<file path="config.mk">
export PLATFORM = sky130hd
export DESIGN_NAME = regfile_writeback
export DESIGN_NICKNAME = d
export VERILOG_FILES = /design/src/rtl/core_pkg.sv /design/src/rtl/dest_fifo.sv /design/src/rtl/regfile_writeback.sv
export SDC_FILE = /design/constraint.sdc
export NUM_CORES = 2
export LEC_CHECK = 0
export CORE_MARGIN = 3
export CORE_UTILIZATION = 45
export DETAILED_ROUTE_END_ITERATION = 12
export GPL_ROUTABILITY_DRIVEN = 0
export MAX_ROUTING_LAYER = met4
export PLACE_DENSITY = 0.68
export SLEW_MARGIN = 20
export SYNTH_ARGS = -nofsm -noshare
export SYNTH_HDL_FRONTEND = slang
export SYNTH_SLANG_ARGS = --single-unit
export TNS_END_PERCENT = 30
</file>
<file path="constraint.sdc">
create_clock -name i_clk -period 11.28 [get_ports i_clk]
set_input_delay 2.256 -clock i_clk [delete_from_list [all_inputs] [get_ports i_clk]]
set_output_delay 2.256 -clock i_clk [all_outputs]
set_load 0.05 [all_outputs]
</file>
<file path="src/rtl/core_pkg.sv">
// Shared core types: register index, writeback FIFO sizing and the base opcode map.
package core_pkg;

  typedef logic [4:0] RegIdx;

  localparam RegIdx       REG_ZERO      = 5'd0;
  localparam int unsigned WB_FIFO_DEPTH = 4;

  typedef enum logic [6:0] {
    OpLoad   = 7'b0000011,
    OpImm    = 7'b0010011,
    OpAuipc  = 7'b0010111,
    OpStore  = 7'b0100011,
    OpReg    = 7'b0110011,
    OpLui    = 7'b0110111,
    OpBranch = 7'b1100011,
    OpJalr   = 7'b1100111,
    OpJal    = 7'b1101111,
    OpSystem = 7'b1110011
  } Opcode;

endpackage

</file>
<file path="src/rtl/dest_fifo.sv">
// In-order FIFO of destination register indices claimed at issue, popped on writeback.
module dest_fifo
  import core_pkg::*;
#(
  parameter int unsigned DEPTH = WB_FIFO_DEPTH
) (
  input  logic  i_clk,
  input  logic  i_rst,
  input  logic  i_clk_en,
  input  logic  i_push,
  input  logic  i_pop,
  input  RegIdx i_din,
  output RegIdx o_dout,
  output logic  o_full,
  output logic  o_empty
);

  localparam int unsigned PW = (DEPTH > 1) ? $clog2(DEPTH) : 1;

  RegIdx          mem_q [DEPTH];
  logic [PW-1:0]  wr_ptr_q, rd_ptr_q;
  logic [PW:0]    count_q;
  logic           do_push, do_pop;

  assign o_full  = (count_q == (PW+1)'(DEPTH));
  assign o_empty = (count_q == '0);
  assign o_dout  = mem_q[rd_ptr_q];

  assign do_push = i_clk_en & i_push & ~o_full;
  assign do_pop  = i_clk_en & i_pop & ~o_empty;

  // Storage needs no reset: entries are only read after being pushed.
  always_ff @(posedge i_clk) begin
    if (do_push && !i_rst) begin
      mem_q[wr_ptr_q] <= i_din;
    end
  end

  always_ff @(posedge i_clk) begin
    if (i_rst) begin
      wr_ptr_q <= '0;
      rd_ptr_q <= '0;
      count_q  <= '0;
    end else begin
      if (do_push) wr_ptr_q <= wr_ptr_q + 1'b1;
      if (do_pop)  rd_ptr_q <= rd_ptr_q + 1'b1;
      unique case ({do_push, do_pop})
        2'b10:   count_q <= count_q + 1'b1;
        2'b01:   count_q <= count_q - 1'b1;
        default: count_q <= count_q;
      endcase
    end
  end

endmodule

</file>
<file path="src/rtl/regfile_writeback.sv">
// Writeback stage merged with the integer register file: commits execute results in issue
// order, tracks pending writes in a busy scoreboard and supplies registered operands.
module regfile_writeback
  import core_pkg::*;
#(
  parameter int unsigned DW     = 32,
  parameter int unsigned NREGS  = 32,
  parameter int unsigned RIDX_W = 5,
  parameter int unsigned DEPTH  = WB_FIFO_DEPTH
) (
  input  logic              i_clk,
  input  logic              i_rst,
  input  logic              i_clk_en,
  input  logic              i_stall,
  input  logic [RIDX_W-1:0] i_rs1_idx,
  input  logic [RIDX_W-1:0] i_rs2_idx,
  input  logic [RIDX_W-1:0] i_rd_idx,
  input  logic              i_issue,
  output logic [DW-1:0]     o_rs1,
  output logic [DW-1:0]     o_rs2,
  output logic              o_hazard,
  input  logic              i_rd_write,
  input  logic [DW-1:0]     i_rd,
  output logic              o_empty,
  output logic              o_underflow
);

  logic [DW-1:0]    regs_q [NREGS];
  logic [NREGS-1:0] busy_q, busy_d;
  logic [DW-1:0]    rs1_d, rs2_d;
  logic             fifo_full, fifo_empty;
  RegIdx            head_idx;
  logic             issue_ok, wb_commit, wb_reg;

  // Registered busy only: a bit clearing this cycle still stalls this cycle.
  assign o_hazard = busy_q[i_rs1_idx] | busy_q[i_rs2_idx] |
                    (i_issue & busy_q[i_rd_idx]) | fifo_full;

  assign issue_ok  = i_clk_en & i_issue & ~o_hazard;
  assign wb_commit = i_clk_en & i_rd_write & ~fifo_empty;
  assign wb_reg    = wb_commit & (head_idx != REG_ZERO);
  assign o_empty   = fifo_empty;

  dest_fifo #(
    .DEPTH (DEPTH)
  ) u_dest_fifo (
    .i_clk    (i_clk),
    .i_rst    (i_rst),
    .i_clk_en (i_clk_en),
    .i_push   (i_issue & ~o_hazard),
    .i_pop    (i_rd_write),
    .i_din    (i_rd_idx),
    .o_dout   (head_idx),
    .o_full   (fifo_full),
    .o_empty  (fifo_empty)
  );

  always_comb begin
    busy_d = busy_q;
    if (wb_reg) busy_d[head_idx] = 1'b0;
    if (issue_ok && (i_rd_idx != REG_ZERO)) busy_d[i_rd_idx] = 1'b1;
    busy_d[0] = 1'b0;
  end

  // Write-first bypass so an operand read in the commit cycle sees the new value.
  always_comb begin
    if (i_rs1_idx == REG_ZERO) begin
      rs1_d = '0;
    end else if (wb_reg && (head_idx == i_rs1_idx)) begin
      rs1_d = i_rd;
    end else begin
      rs1_d = regs_q[i_rs1_idx];
    end
  end

  always_comb begin
    if (i_rs2_idx == REG_ZERO) begin
      rs2_d = '0;
    end else if (wb_reg && (head_idx == i_rs2_idx)) begin
      rs2_d = i_rd;
    end else begin
      rs2_d = regs_q[i_rs2_idx];
    end
  end

  always_ff @(posedge i_clk) begin
    if (i_rst) begin
      for (int i = 0; i < int'(NREGS); i++) begin
        regs_q[i] <= '0;
      end
      busy_q      <= '0;
      o_rs1       <= '0;
      o_rs2       <= '0;
      o_underflow <= 1'b0;
    end else if (i_clk_en) begin
      busy_q <= busy_d;
      if (wb_reg) regs_q[head_idx] <= i_rd;
      if (!i_stall) begin
        o_rs1 <= rs1_d;
        o_rs2 <= rs2_d;
      end
      if (i_rd_write && fifo_empty) o_underflow <= 1'b1;
    end
  end

endmodule

</file>
==> impl_metrics.env <==
export IMPL_yosysSeqAreaShare_pct=56.1
export IMPL_htree_levels=3
export IMPL_period_share_pct=67.6
export IMPL_die_area_mm2=0.137
export IMPL_ys_types=67
export IMPL_path_cells="clkdlybuf4s50_1 > nand2b_1 > o22ai_1 > o31ai_1 > o2111ai_1 > nand2_1 > nand3b_1 > clkdlybuf4s50_1"
export IMPL_drtAntennaViolNets=0
export IMPL_post_cts_repair_setup_buffers=0
export IMPL_drv_slew=0
export IMPL_synth_compound_area_share_pct=6.85
export IMPL_critPathMostFrequentCell="clkdlybuf4s50_1"
export IMPL_gr_max_usage_layer="met2"
export IMPL_fin_tns_setup_ns=0
export IMPL_crit_type="primary input to output port"
export IMPL_start_util_pct=45.7
export IMPL_worst_pin_slew_ns=1.22
export IMPL_synthCells=4170
export IMPL_cts_made_buffers=118
export IMPL_viasPerCell=6.77
export IMPL_syn2layout_area_growth_pct=12.0
export IMPL_firstDrtPassIters=7
export IMPL_relSlewSlack_pct=18.5
export IMPL_dp_slack_ns=3.70
export IMPL_drive_gt1_share_pct=20.3
export IMPL_p_per_area_mw_per_mm2=149
export IMPL_io_buffers=119
export IMPL_coreArea_mm2=0.130
export IMPL_rsz0062_at_grt="false"
export IMPL_fmax_mhz=131
export IMPL_cts_tree="done"
export IMPL_met3_usage_pct=9.10
export IMPL_yosys_area_top_type="edfxtp_1"
export IMPL_ys_ff_latch=1149
export IMPL_die_h_um=370
export IMPL_critical_path_slowest_cell="clkdlybuf4s50_1"
export IMPL_die_x_um=370
export IMPL_ys_warn_count=0
export IMPL_wl_per_cell_um=35.3
export IMPL_min_period_ns=7.62
export IMPL_cts_resized=0
export IMPL_avgSynthCellArea_um2=14.3
export IMPL_post_route_util_pct=51.2
export IMPL_p_leak_uw=0.0232
export IMPL_gr_total_overflow=0
export IMPL_fin_ws_ns=3.66
export IMPL_drt_initial_drc_count=6937
export IMPL_yosys_area_top_type_share_pct=52.6
export IMPL_crit_buf_inv=2
export IMPL_max_stage_delay_ns=1.07
export IMPL_finalSetupViolCount=0
export IMPL_grt_util_met1_pct=39.6
export IMPL_wl_um=211000
export IMPL_grt_max_degree=99
export IMPL_yosysMostFrequentCell="edfxtp_1"
export IMPL_ys_flop_type="edfxtp_1"
export IMPL_gr_usage_all_layers_pct=31.7
export IMPL_drc=0
export IMPL_met2_usage_pct=46.7
export IMPL_fin_worst_skew_ns=0.0462
export IMPL_status="finished, final reports clean"
export IMPL_grt_pass1_vias=39800
export IMPL_dpl_cell_count=5743
export IMPL_pin_count=120
export IMPL_fin_cells=5984
export IMPL_crit_arrival_ns=5.37
export IMPL_dp_hpwl_um=121000
export IMPL_antenna_found_initial=22
export IMPL_synth_area_mm2=0.0596
export IMPL_root_buffer="clkbuf_16"
export IMPL_num_nets_final=4182
export IMPL_hold_class="register to register"
export IMPL_final_cell_area_mm2=0.0668
export IMPL_crit_path_end_kind="output port"
export IMPL_postSynth_asyncResetShare_pct=0
export IMPL_synth_xor_area_share_pct=0.231
export IMPL_synthTopCellsByArea="edfxtp_1 53%, mux4_2 16%, and2_1 10%"
export IMPL_clock_sinks=1149
export IMPL_path_max_fanout=20
export IMPL_vdd_ir_drop_max_mv=0.142
export IMPL_hold_viol=0
export IMPL_clock_latency_ns=0.75
export IMPL_path_clk_slew_ns=0.06
export IMPL_cp_start_kind="primary input"
export IMPL_synth_top_family_by_area="multiplexers"
export IMPL_rows=132
export IMPL_cp_top_family="buffers and inverters"
export IMPL_synthTopCellsByCount="1044 x edfxtp_1, 996 x and2_1, 432 x mux4_2"
export IMPL_synthAdderAreaFrac_pct=0.138
export IMPL_synth_edf_count=1044
export IMPL_drv_cap=0
export IMPL_hold_buffers=0
export IMPL_cts_path_max_buffers=3
export IMPL_synthMuxAreaShare_pct=21.0
export IMPL_required_ns=9.02
export IMPL_num_vias=40500
export IMPL_synth_simple_area_share_pct=12.4
export IMPL_placed_area_mm2=0.0629
export IMPL_grt_pass1_wl_um=299000
==> cell type report <==
cell class / count / area, um^2
timing repair buffer: 237 / 2090
fill: 10800 / 63700
clock buffer: 155 / 3230
inverter: 19 / 73.8
tap: 1742 / 2180
antenna: 17 / 42.5
multi-input combinational: 2598 / 25100
sequential: 1149 / 33500
clock inverter: 67 / 644
==> state kept, by name (all words and copies together), names as in the netlist, named ones only <==
register              flops
o_rs1                    32
busy_q                   31
u_dest_fifo.rd_ptr_q      2
u_dest_fifo.wr_ptr_q      2
u_dest_fifo.mem_q        20
o_rs2                    32
regs_q                 1024
u_dest_fifo.count_q       3
o_underflow               1
==> power by group <==
part           switching [uW]  leakage [uW]  internal [uW]
combinational             697       0.00978            384
clock                    1710       0.00190           2280
sequential               84.1        0.0115           4790
==> worst register-to-register path, cell delays in order (launching register included) <==
cell and delay, ns:
dfxtp_1 0.52, mux4_2 0.71, nand3b_1 0.89, o21ai_4 1.29
buf_4 0.57
==> layout by cell type (no fill, tap or decap), drive strengths merged, types with 20 or more instances in the layout <==
cell,n
dfxtp,105
clkinv,51
edfxtp,1044
o21ai,178
o22ai,128
mux4,432
buf,133
conb,32
a22oi,48
o211ai,67
nand2,89
inv,20
clkdlybuf4s50,104
mux2i,263
a22o,35
o31ai,27
clkbuf,155
nor2,64
a221oi,76
and2,996
==> final timing paths <==
check / from / to / slack [ns] / depth (start not counted)
worst min register to register: o_rs2[20] / o_rs2[20] / 0.45 / 2
worst max register to register: register / regs_q[21][12] / 6.95 / 4
worst max-delay path: i_rd_idx[1] / o_hazard / 3.66 / 8
worst min-delay path: o_rs2[20] / o_rs2[20] / 0.45 / 2
==> cell families (layout without fill, tap and decap cells) <==
family,Yosys count,after routing
compound gates,599,599
xor+xnor,14,14
fa+ha+maj,6,6
buf+inv,454,478
flops,1149,1149
mux,712,712
other cells,1,49
simple gates,1235,1235
==> layer usage <==
layer	wire, um	part of all wire (%)	vias to the layer above
li1	-	-	16000
met1	75600	36	20700
met2	95700	45	3179
met3	27400	13	666
met4	12700	6.0	0
met5	0	0	-
==> metrics by stage <==
| stage | total power, uW | hold WS, ns |
|---|---|---|
| global route | 10200 | 0.470 |
| detailed placement | 6020 | 0.443 |
| global placement | 6000 | 0.441 |
| CTS | 9930 | 0.451 |
| finish | 9940 | 0.450 |
| floorplan | 5600 | 0.456 |
Note: power is estimated with default switching activity, not from simulation.
